<file path="src/rtl/alu_accum_pipe.sv">
// Pipelined unsigned add/subtract/accumulate unit for frame-buffer address arithmetic.
// The result register dout doubles as the accumulator and is fed straight back into the compute stage.
module alu_accum_pipe #(
    parameter int A_WIDTH   = 21,
    parameter int B_WIDTH   = 5,
    parameter int OUT_WIDTH = 22,
    parameter int PIPE_IN   = 0,
    parameter int SATURATE  = 0
) (
    input  logic                 clk,
    input  logic                 reset,
    input  logic                 ce,
    input  logic                 in_valid,
    input  logic [1:0]           mode,
    input  logic                 accload,
    input  logic [A_WIDTH-1:0]   a,
    input  logic [B_WIDTH-1:0]   b,
    output logic                 out_valid,
    output logic [OUT_WIDTH-1:0] dout,
    output logic                 carry,
    output logic                 ovf_sticky
);

    localparam int CW = OUT_WIDTH + 1;

    logic               s_valid;
    logic               s_accload;
    logic [1:0]         s_mode;
    logic [A_WIDTH-1:0] s_a;
    logic [B_WIDTH-1:0] s_b;

    generate
        if (PIPE_IN != 0) begin : g_in_reg
            always_ff @(posedge clk) begin
                if (reset) begin
                    s_valid   <= 1'b0;
                    s_accload <= 1'b0;
                    s_mode    <= '0;
                    s_a       <= '0;
                    s_b       <= '0;
                end else if (ce) begin
                    s_valid   <= in_valid;
                    s_accload <= accload;
                    s_mode    <= mode;
                    s_a       <= a;
                    s_b       <= b;
                end
            end
        end else begin : g_in_comb
            assign s_valid   = in_valid;
            assign s_accload = accload;
            assign s_mode    = mode;
            assign s_a       = a;
            assign s_b       = b;
        end
    endgenerate

    logic [CW-1:0]        op_a;
    logic [CW-1:0]        op_b;
    logic [CW-1:0]        sum;
    logic [CW-1:0]        diff;
    logic                 cy;
    logic [OUT_WIDTH-1:0] res;

    // Both operands are below 2^OUT_WIDTH, so bit OUT_WIDTH of the difference is exactly the borrow.
    always_comb begin
        op_a = s_mode[1] ? {1'b0, dout} : CW'(s_a);
        op_b = CW'(s_b);
        sum  = op_a + op_b;
        diff = op_a - op_b;
        if (s_mode[0]) begin
            cy  = diff[OUT_WIDTH];
            res = diff[OUT_WIDTH-1:0];
            if (SATURATE != 0 && cy) res = '0;
        end else begin
            cy  = sum[OUT_WIDTH];
            res = sum[OUT_WIDTH-1:0];
            if (SATURATE != 0 && cy) res = '1;
        end
    end

    always_ff @(posedge clk) begin
        if (reset) begin
            out_valid  <= 1'b0;
            dout       <= '0;
            carry      <= 1'b0;
            ovf_sticky <= 1'b0;
        end else if (ce) begin
            out_valid <= s_valid;
            if (s_valid) begin
                if (s_accload) begin
                    dout       <= OUT_WIDTH'(s_a);
                    carry      <= 1'b0;
                    ovf_sticky <= 1'b0;
                end else begin
                    dout       <= res;
                    carry      <= cy;
                    ovf_sticky <= ovf_sticky | cy;
                end
            end
        end
    end

endmodule

</file>
<file path="config.mk">
export PLATFORM = sky130hd
export DESIGN_NAME = alu_accum_pipe
export DESIGN_NICKNAME = d
export VERILOG_FILES = /design/src/rtl/alu_accum_pipe.sv
export SDC_FILE = /design/constraint.sdc
export NUM_CORES = 1
export LEC_CHECK = 0
export CAP_MARGIN = 20
export CORE_MARGIN = 2
export CORE_UTILIZATION = 50
export DETAILED_ROUTE_END_ITERATION = 12
export GPL_ROUTABILITY_DRIVEN = 1
export PLACE_DENSITY = 0.76
export SLEW_MARGIN = 20
export SYNTH_ARGS = -nofsm -noshare
export SYNTH_HDL_FRONTEND = slang
export SYNTH_SLANG_ARGS = --single-unit
</file>
<file path="constraint.sdc">
create_clock -name clk -period 4.4 [get_ports clk]
set_input_delay 0.44 -clock clk [delete_from_list [all_inputs] [get_ports clk]]
set_output_delay 0.44 -clock clk [all_outputs]
set_load 0.01 [all_outputs]
</file>
Word-level counts from Yosys, hierarchy flattened
Cells that the tools add are included.
{"block": "op_classes", "add_sub_neg": 2, "reduce_logical": 1, "div_mod_pow": 0, "shifts": 0, "n_mul": 0, "bitwise_logic": 1, "muxes": 6, "order_cmp": 0, "eq_ne": 0}
{"operator": "$mux 22", "n": 3}
{"operator": "$add 22x5->23", "n": 1}
{"operator": "$sub 22x5->23", "n": 1}
{"operator": "$mux 1", "n": 3}
{"operator": "$reduce_and 2->1", "n": 1}
{"operator": "$or 1x1->1", "n": 1}
{"block": "totals", "latchBits": 0, "memories": 0, "mem_bits_ro": 0, "wordCells": 14, "regBits": 25, "ram_bits": 0}

Depth between registers and ports, before layout
Gate-level depths: netlist of the first run.
{"block": "logic_depth", "depth_word": 5, "mapped_depth": 15}

Worst setup path after synthesis of the first run
No wires, ideal clock.
{"block": "synth_path", "kind": "input port to flip-flop", "from": "input port mode[1]", "to": "register dout[17]", "slack_ns": 0.914, "setup_ns": 0.116, "cell_stages": 14, "t_arrival_ns": 3.371, "cell_sequence": "buf_6 buf_12 clkbuf_8 buf_2 buf_2 mux2_2 ha_1 clkbuf_8 nor3_1 o21ai_0 and2_1 o31a_1 or3_1 a31o_1"}
{"block": "synth_between", "elab_chain_len": 4}
{"element": "start: declaration", "line": "14", "text": "input logic [1:0] mode,"}
{"element": "$mux 22 *", "line": "67", "text": "op_a = s_mode[1] ? {1'b0, dout} : CW'(s_a);"}
{"element": "$add 22x5->23 / $sub 22x5->23 (equally long branches)", "line": "69, 70"}
{"element": "$mux 22 *", "line": "71", "text": "if (s_mode[0]) begin"}
{"element": "$mux 22 *", "line": "91", "text": "if (s_accload) begin"}
{"element": "end signal: assignment", "line": "92", "text": "dout <= OUT_WIDTH'(s_a);"}
{"element": "end signal: assignment", "line": "96", "text": "dout <= res;"}
{"element": "end: declaration", "line": "19", "text": "output logic [OUT_WIDTH-1:0] dout,"}
Mark *: on every way between the ends. The rest lies on a longest branch, timed or not.
A chain may end at the register's enable or synchronous reset.

Worst setup path after layout of the first run
{"block": "layout_path", "from": "input port a[0]", "to": "register dout[6]"}
{"block": "layout_between", "elab_chain_len": 4}
{"element": "start: declaration", "line": "16", "text": "input logic [A_WIDTH-1:0] a,"}
{"element": "$mux 22 *", "line": "67"}
{"element": "$add 22x5->23 / $sub 22x5->23 (equally long branches)", "line": "69, 70"}
{"element": "$mux 22 *", "line": "71"}
{"element": "$mux 22 *", "line": "91"}
Marked as above.

==> flow_summary.ini, run 1 <==
[worst_setup_path]
cp-endpoint = dout[6]$_SDFFE_PP0P_
reg2reg_slack_ps = 1650
r2r-end = dout[17]$_SDFFE_PP0P_
crit_required_ps = 4600
worstPathCellList = clkdlybuf4s50_1, mux2i_1, inv_1, ha_1, fa_1, nand2b_1, a21boi_0, o21ai_1, a21oi_1, a41o_1, nor4_1
crit_fanout = 7
r2r_cells = 8
slowest_delay_ps = 650
cp-end-kind = flop
cp_slowest_cell = o21ai_1
critPathLaunch = a[0]
worst-path-buf-inv = 2
path_delay_family = compound AO/OA/AOI/OAI gates
rr_startpoint = dout[3]$_SDFFE_PP0P_
crit_arrival_ps = 3180
cp_num_cells = 11
cp-start-kind = primary input
critPathKind = primary input to flop

[cells_and_area]
fin_util = 0.639
layout-drive-gt1-share = 0.0810
fillers = 479
area_delta_synth_final_pct = 21.7
final_cell_mix = clkdlybuf4s50_1, nand2_1, a21oi_1, dfxtp_1, nor2_1
fin_nets = 442
num_antenna_cells = 0
layout_commonest_cell = clkdlybuf4s50_1

[sta]
fin_setup_tns_ps = 0
fmax_ghz = 0.336
drv_slew = 0
post-route-min-period_ps = 2980
worst_pin_slew_ps = 785
setup-violations-final = 0
hold_viol_final = 0
rsz0062_at_grt = false
worst_slew_margin_rel = 0.473
final.setup.worst_slack_ps = 1420
timing.final.crit_share = 0.677
clock-skew-final_ps = 5.35

[floorplan]
die_w_um = 77.9
fp.dieH_um = 77.9
placementRows = 26
die_area_um2 = 6080
ioPinCount = 58
core_um2 = 5200
start_util = 0.525

[power_and_ir_drop]
comb_power_share = 0.405
power.internal_mw = 0.431
p_per_area_nw_per_um2 = 206
switchingPower_mw = 0.255
p_sw_frac = 0.371
p_clk_frac = 0.224
seqPwrFrac = 0.371
max-vdd-ir-drop_uv = 166
p_leak_nw = 1.29

[clock_tree]
h-tree-depth = 1
cts_sinks = 25
clockRootBuffer = clkbuf_8
cts_resized = 0
cts_setup_buffers = 0
clock_latency_ps = 290
clk_path_buf_depth = 2
hold_buffers = 0
clk_pin_slew_ps = 100
cts_buffers = 3
cts_tree = done

[routing]
wl_per_cell_um = 18.0
vias = 3034
first_iter_violations = 277
antenna_left = 0
firstDrtPassIters = 5
avgViaCountPerCell = 6.52
drc_errors = 0
drt-total-wl_mm = 8.37

[synth]
synth_cell_type_count = 73
ys_warn_count = 0
syn_nets = 395
synth-seq-area-share = 0.183
synth_cells = 349
synth_ff_type = dfxtp_1
ys_ff_latch = 25
synth_edf_count = 0
syn_area_um2 = 2730
avgSynthCellArea_um2 = 7.83
synth_async_sr_flop_share = 0

[outcome]
status = finished, final reports clean

[grt]
grt_pass1_vias = 2821
grt_overflow = 0
grt_usage = 0.274
grt_max_degree = 56
antenna_found_initial = 0
grt_pass1_wl_mm = 13.5

[placed_design]
dp_slack_ps = 1160
hpwl_mm = 5.94
io_buffers = 57
gp_congestion = 0.921

[worst_hold_path]
hp-class = flop to flop

[flow_run]
maxCapViolCount = 0
-- cells by family (layout without fill, tap and decap cells) --
kind of cell               Yosys count  after routing  synth area share
adders and majority gates           13             13            0.0650
xor gates and xnor gates            11             11            0.0352
and+or+nand+nor                    136            136             0.282
DFF                                 25             25             0.183
buffers and inverters               35             81            0.0746
AOI/OAI and AO/OA                  107            107             0.276
muxes                               22             22            0.0833
-- stage by stage --
stage          cells  hold WS [ps]  total power [mW]  instance area, um^2
5_1_grt          465           474             0.717                 3330
3_3_place_gp     461           431             0.529                 3280
4_1_cts          465           455             0.684                 3330
6_report         465           461             0.686                 3330
2_1_floorplan    349           463             0.436                 2730
3_5_place_dp     461           437             0.532                 3280
-- sequential cells by signal, indices dropped and copies added, names as in the netlist --
name	flops
carry	1
dout	22
ovf_sticky	1
out_valid	1
-- area by class of cell --
cell class,count,area [um^2],share of cell area
well taps,70,87.6,0.0263
repair buffers,62,603,0.181
multi-input cells,289,2030,0.610
inverters,15,61.3,0.0184
clock buffers,4,45.0,0.0135
flip-flops and latches,25,500,0.150
-- worst min path at each step --
stage                       start  slack [ps]  cells past startpoint            endpoint
2_1_floorplan  carry$_SDFFE_PP0P_         460                      2  carry$_SDFFE_PP0P_
3_3_place_gp   carry$_SDFFE_PP0P_         430                      2  carry$_SDFFE_PP0P_
3_5_place_dp   carry$_SDFFE_PP0P_         440                      2  carry$_SDFFE_PP0P_
4_1_cts        carry$_SDFFE_PP0P_         460                      2  carry$_SDFFE_PP0P_
5_1_grt        carry$_SDFFE_PP0P_         470                      2  carry$_SDFFE_PP0P_
6_report       carry$_SDFFE_PP0P_         460                      2  carry$_SDFFE_PP0P_
-- worst min-delay path: stages, from the launching register on --
cell	delay, ps
dfxtp_1	330
nand2_1	50
nand2_1	40
-- Yosys cell counts, types with 4 or more instances --
library cell / count / share of area
and3_1: 9 / 0.021
mux2i_1: 16 / 0.059
xnor2_1: 7 / 0.022
mux2_2: 6 / 0.025
nand4_1: 6 / 0.014
o21ai_1: 4 / 0.0073
o211ai_1: 7 / 0.019
clkbuf_8: 4 / 0.020
dfxtp_1: 25 / 0.18
nand2_1: 31 / 0.043
xor2_1: 4 / 0.013
clkbuf_1: 11 / 0.015
nor3_1: 15 / 0.027
a21oi_1: 25 / 0.046
inv_1: 14 / 0.019
nor4_1: 6 / 0.014
o21ai_0: 11 / 0.020
o22ai_1: 11 / 0.025
nand3_1: 14 / 0.026
ha_1: 11 / 0.050
a31oi_1: 7 / 0.016
nand2b_1: 5 / 0.011
nor2_1: 20 / 0.027
-- per-layer routing --
metal	wire (um)	global-route usage	up-vias
met5	0	0	-
met4	200	0.0860	0
met3	753	0.0605	22
met2	3760	0.428	168
met1	3660	0.374	1415
li1	-	-	1429
-- power by group through the flow --
stage          sequential, mW  combinational, mW  clock [mW]
4_1_cts                 0.254              0.275       0.156
3_5_place_dp            0.259              0.273           0
3_3_place_gp            0.259              0.270           0
2_1_floorplan           0.260              0.176           0
6_report                0.254              0.278       0.153
5_1_grt                 0.256              0.302       0.159
Power figures use the tool's default switching activity.
==> run 2, diff against run 1 <==
Clock period 4.4 ns to 3.1 ns, I/O delays scaled along.
==> run 2 against run 1 <==
Compared with the run above: total power increased by 44%; die area unchanged; sequential cell count unchanged; worst setup slack got worse by 950 ps; register-to-register slack got worse by 1100 ps; combinational power increased by 46%; worst hold slack got worse by 13 ps; count of clock-buffer cells in the layout decreased by 1; first-iteration DRC count decreased by 20%; sequential share of layout area decreased by 0.26 points; final cell count increased by 1.5%; via count increased by 0.99%.
==> flow_summary.ini, run 2 (synthesis results as in run 1) <==
[outcome]
status = finished, final reports clean

[worst_hold_path]
hp-class = flop to flop
hold_depth = 2
min_to = carry$_SDFFE_PP0P_
hold_start = carry$_SDFFE_PP0P_

[worst_setup_path]
critPathKind = primary input to flop
cp-end-kind = flop
cp_slowest_cell = clkdlybuf4s50_1
rr_startpoint = dout[1]$_SDFFE_PP0P_
crit_fanout = 5
slowest_delay_ps = 420
cp-start-kind = primary input
reg2reg_slack_ps = 570
r2r-end = dout[17]$_SDFFE_PP0P_
cp_num_cells = 11
path_delay_family = buffers and inverters
worst-path-buf-inv = 3
crit_required_ps = 3300
crit_arrival_ps = 2830
r2r_cells = 10
worstPathCellList = clkdlybuf4s50_1, mux2i_1, inv_1, ha_1, and2b_2, o2111ai_1, buf_4, nand4_2, a2bb2oi_1, or3_1, a31o_1

[sta]
worst_pin_slew_ps = 632
fmax_ghz = 0.381
drv_slew = 0
clock-skew-final_ps = 6.95
timing.final.crit_share = 0.847
holdWs_ps = 447
rsz0062_at_grt = false
hold_viol_final = 0
worst_slew_margin_rel = 0.579
post-route-min-period_ps = 2630
fin_setup_tns_ps = 0
setup-violations-final = 0

[cells_and_area]
largest-register = dout
fin_nets = 449
largest_reg_flops = 22
num_antenna_cells = 0
layout-drive-gt1-share = 0.102
final_cell_mix = clkdlybuf4s50_1, nand2_1, a21oi_1, dfxtp_1, nor2_1
fillers = 488
register_area_um2 = 500
multi_input_area_um2 = 2030
layout_commonest_cell = clkdlybuf4s50_1
area_delta_synth_final_pct = 23.8

[routing]
antenna_left = 0
drt-total-wl_mm = 8.50
firstDrtPassIters = 5
vias = 3064
avgViaCountPerCell = 6.49
drc_errors = 0
first_iter_violations = 222
wl_per_cell_um = 18.0

[clock_tree]
cts_setup_buffers = 0
clk_path_buf_depth = 2
clock_latency_ps = 290
cts_sinks = 25
cts_buffers = 3
clockRootBuffer = clkbuf_8
hold_buffers = 0
clk_pin_slew_ps = 110
cts_tree = done
h-tree-depth = 1
cts_resized = 0

[power_and_ir_drop]
max-vdd-ir-drop_uv = 186
p_per_area_nw_per_um2 = 293
p_total_mw = 0.990
p_leak_nw = 1.33

[floorplan]
fp.dieH_um = 77.9
die_w_um = 77.9
core_um2 = 5200
placementRows = 26
ioPinCount = 58
start_util = 0.525
die_area_um2 = 6080

[grt]
grt_overflow = 0
grt_pass1_wl_mm = 14.3
grt_max_degree = 56
antenna_found_initial = 0
grt_usage = 0.289
grt_pass1_vias = 2884

[placed_design]
io_buffers = 57
hpwl_mm = 6.23
gp_congestion = 0.947

[flow_run]
maxCapViolCount = 0
==> run 2: cell types whose count changed in the layout (fill, tap and decap cells not counted) <==
cell        change
clkinvlp_4      +1
and2_4          +1
and2_1          -1
clkbuf_1        -1
o21ai_1         +1
o21ai_0         -1
buf_4           +7
==> run 2: how the worst max path moves through the flow <==
stage                            endpoint     from  slack [ps]
finish              dout[17]$_SDFFE_PP0P_     a[1]         470
global route         dout[8]$_SDFFE_PP0P_     a[3]         280
CTS                 dout[17]$_SDFFE_PP0P_     a[1]         490
detailed placement  dout[17]$_SDFFE_PP0P_     a[1]         180
global placement    dout[17]$_SDFFE_PP0P_     a[1]         230
floorplan           dout[17]$_SDFFE_PP0P_  mode[1]           9
==> run 2: stage by stage <==
step,util,area (um^2),cells,setup slack (ps)
after floorplan,-,2770,349,8.57
after global placement,0.641,3340,468,235
after detailed placement,0.641,3340,468,181
after CTS,0.650,3390,472,489
after global routing,0.650,3390,472,278
final,0.650,3390,472,474
==> run 2: worst register-to-register path: cells and delay by family, from the launching register on <==
kind            cells  cell delay (ps)
simple gates        3              650
compound gates      3              590
mux                 1              230
buf+inv             2              320
flops               1              340
fa+ha+maj           1              300
==> run 2: cell type report <==
| class | instances | area share |
|---|---|---|
| clock buffer | 3 | 0.0122 |
| clock inverter | 1 | 0.00222 |
| inverter | 15 | 0.0181 |
| multi-input combinational | 289 | 0.600 |
| sequential | 25 | 0.148 |
| tap | 70 | 0.0259 |
| timing repair buffer | 69 | 0.194 |
==> run 2: power by group <==
group          total (mW)  internal (mW)  switching [mW]  leakage, nW
Clock               0.225         0.0919           0.133       0.0217
Sequential          0.361          0.338          0.0232        0.204
Combinational       0.405          0.190           0.215         1.10
Total               0.990          0.619           0.371         1.33
==> run 2: routing by layer <==
metal / track usage / share of wire / wire length (um)
met1: 0.387 / 0.43 / 3680
met2: 0.479 / 0.46 / 3890
met3: 0.0337 / 0.082 / 693
met4: 0.104 / 0.027 / 231
met5: 0 / 0 / 0
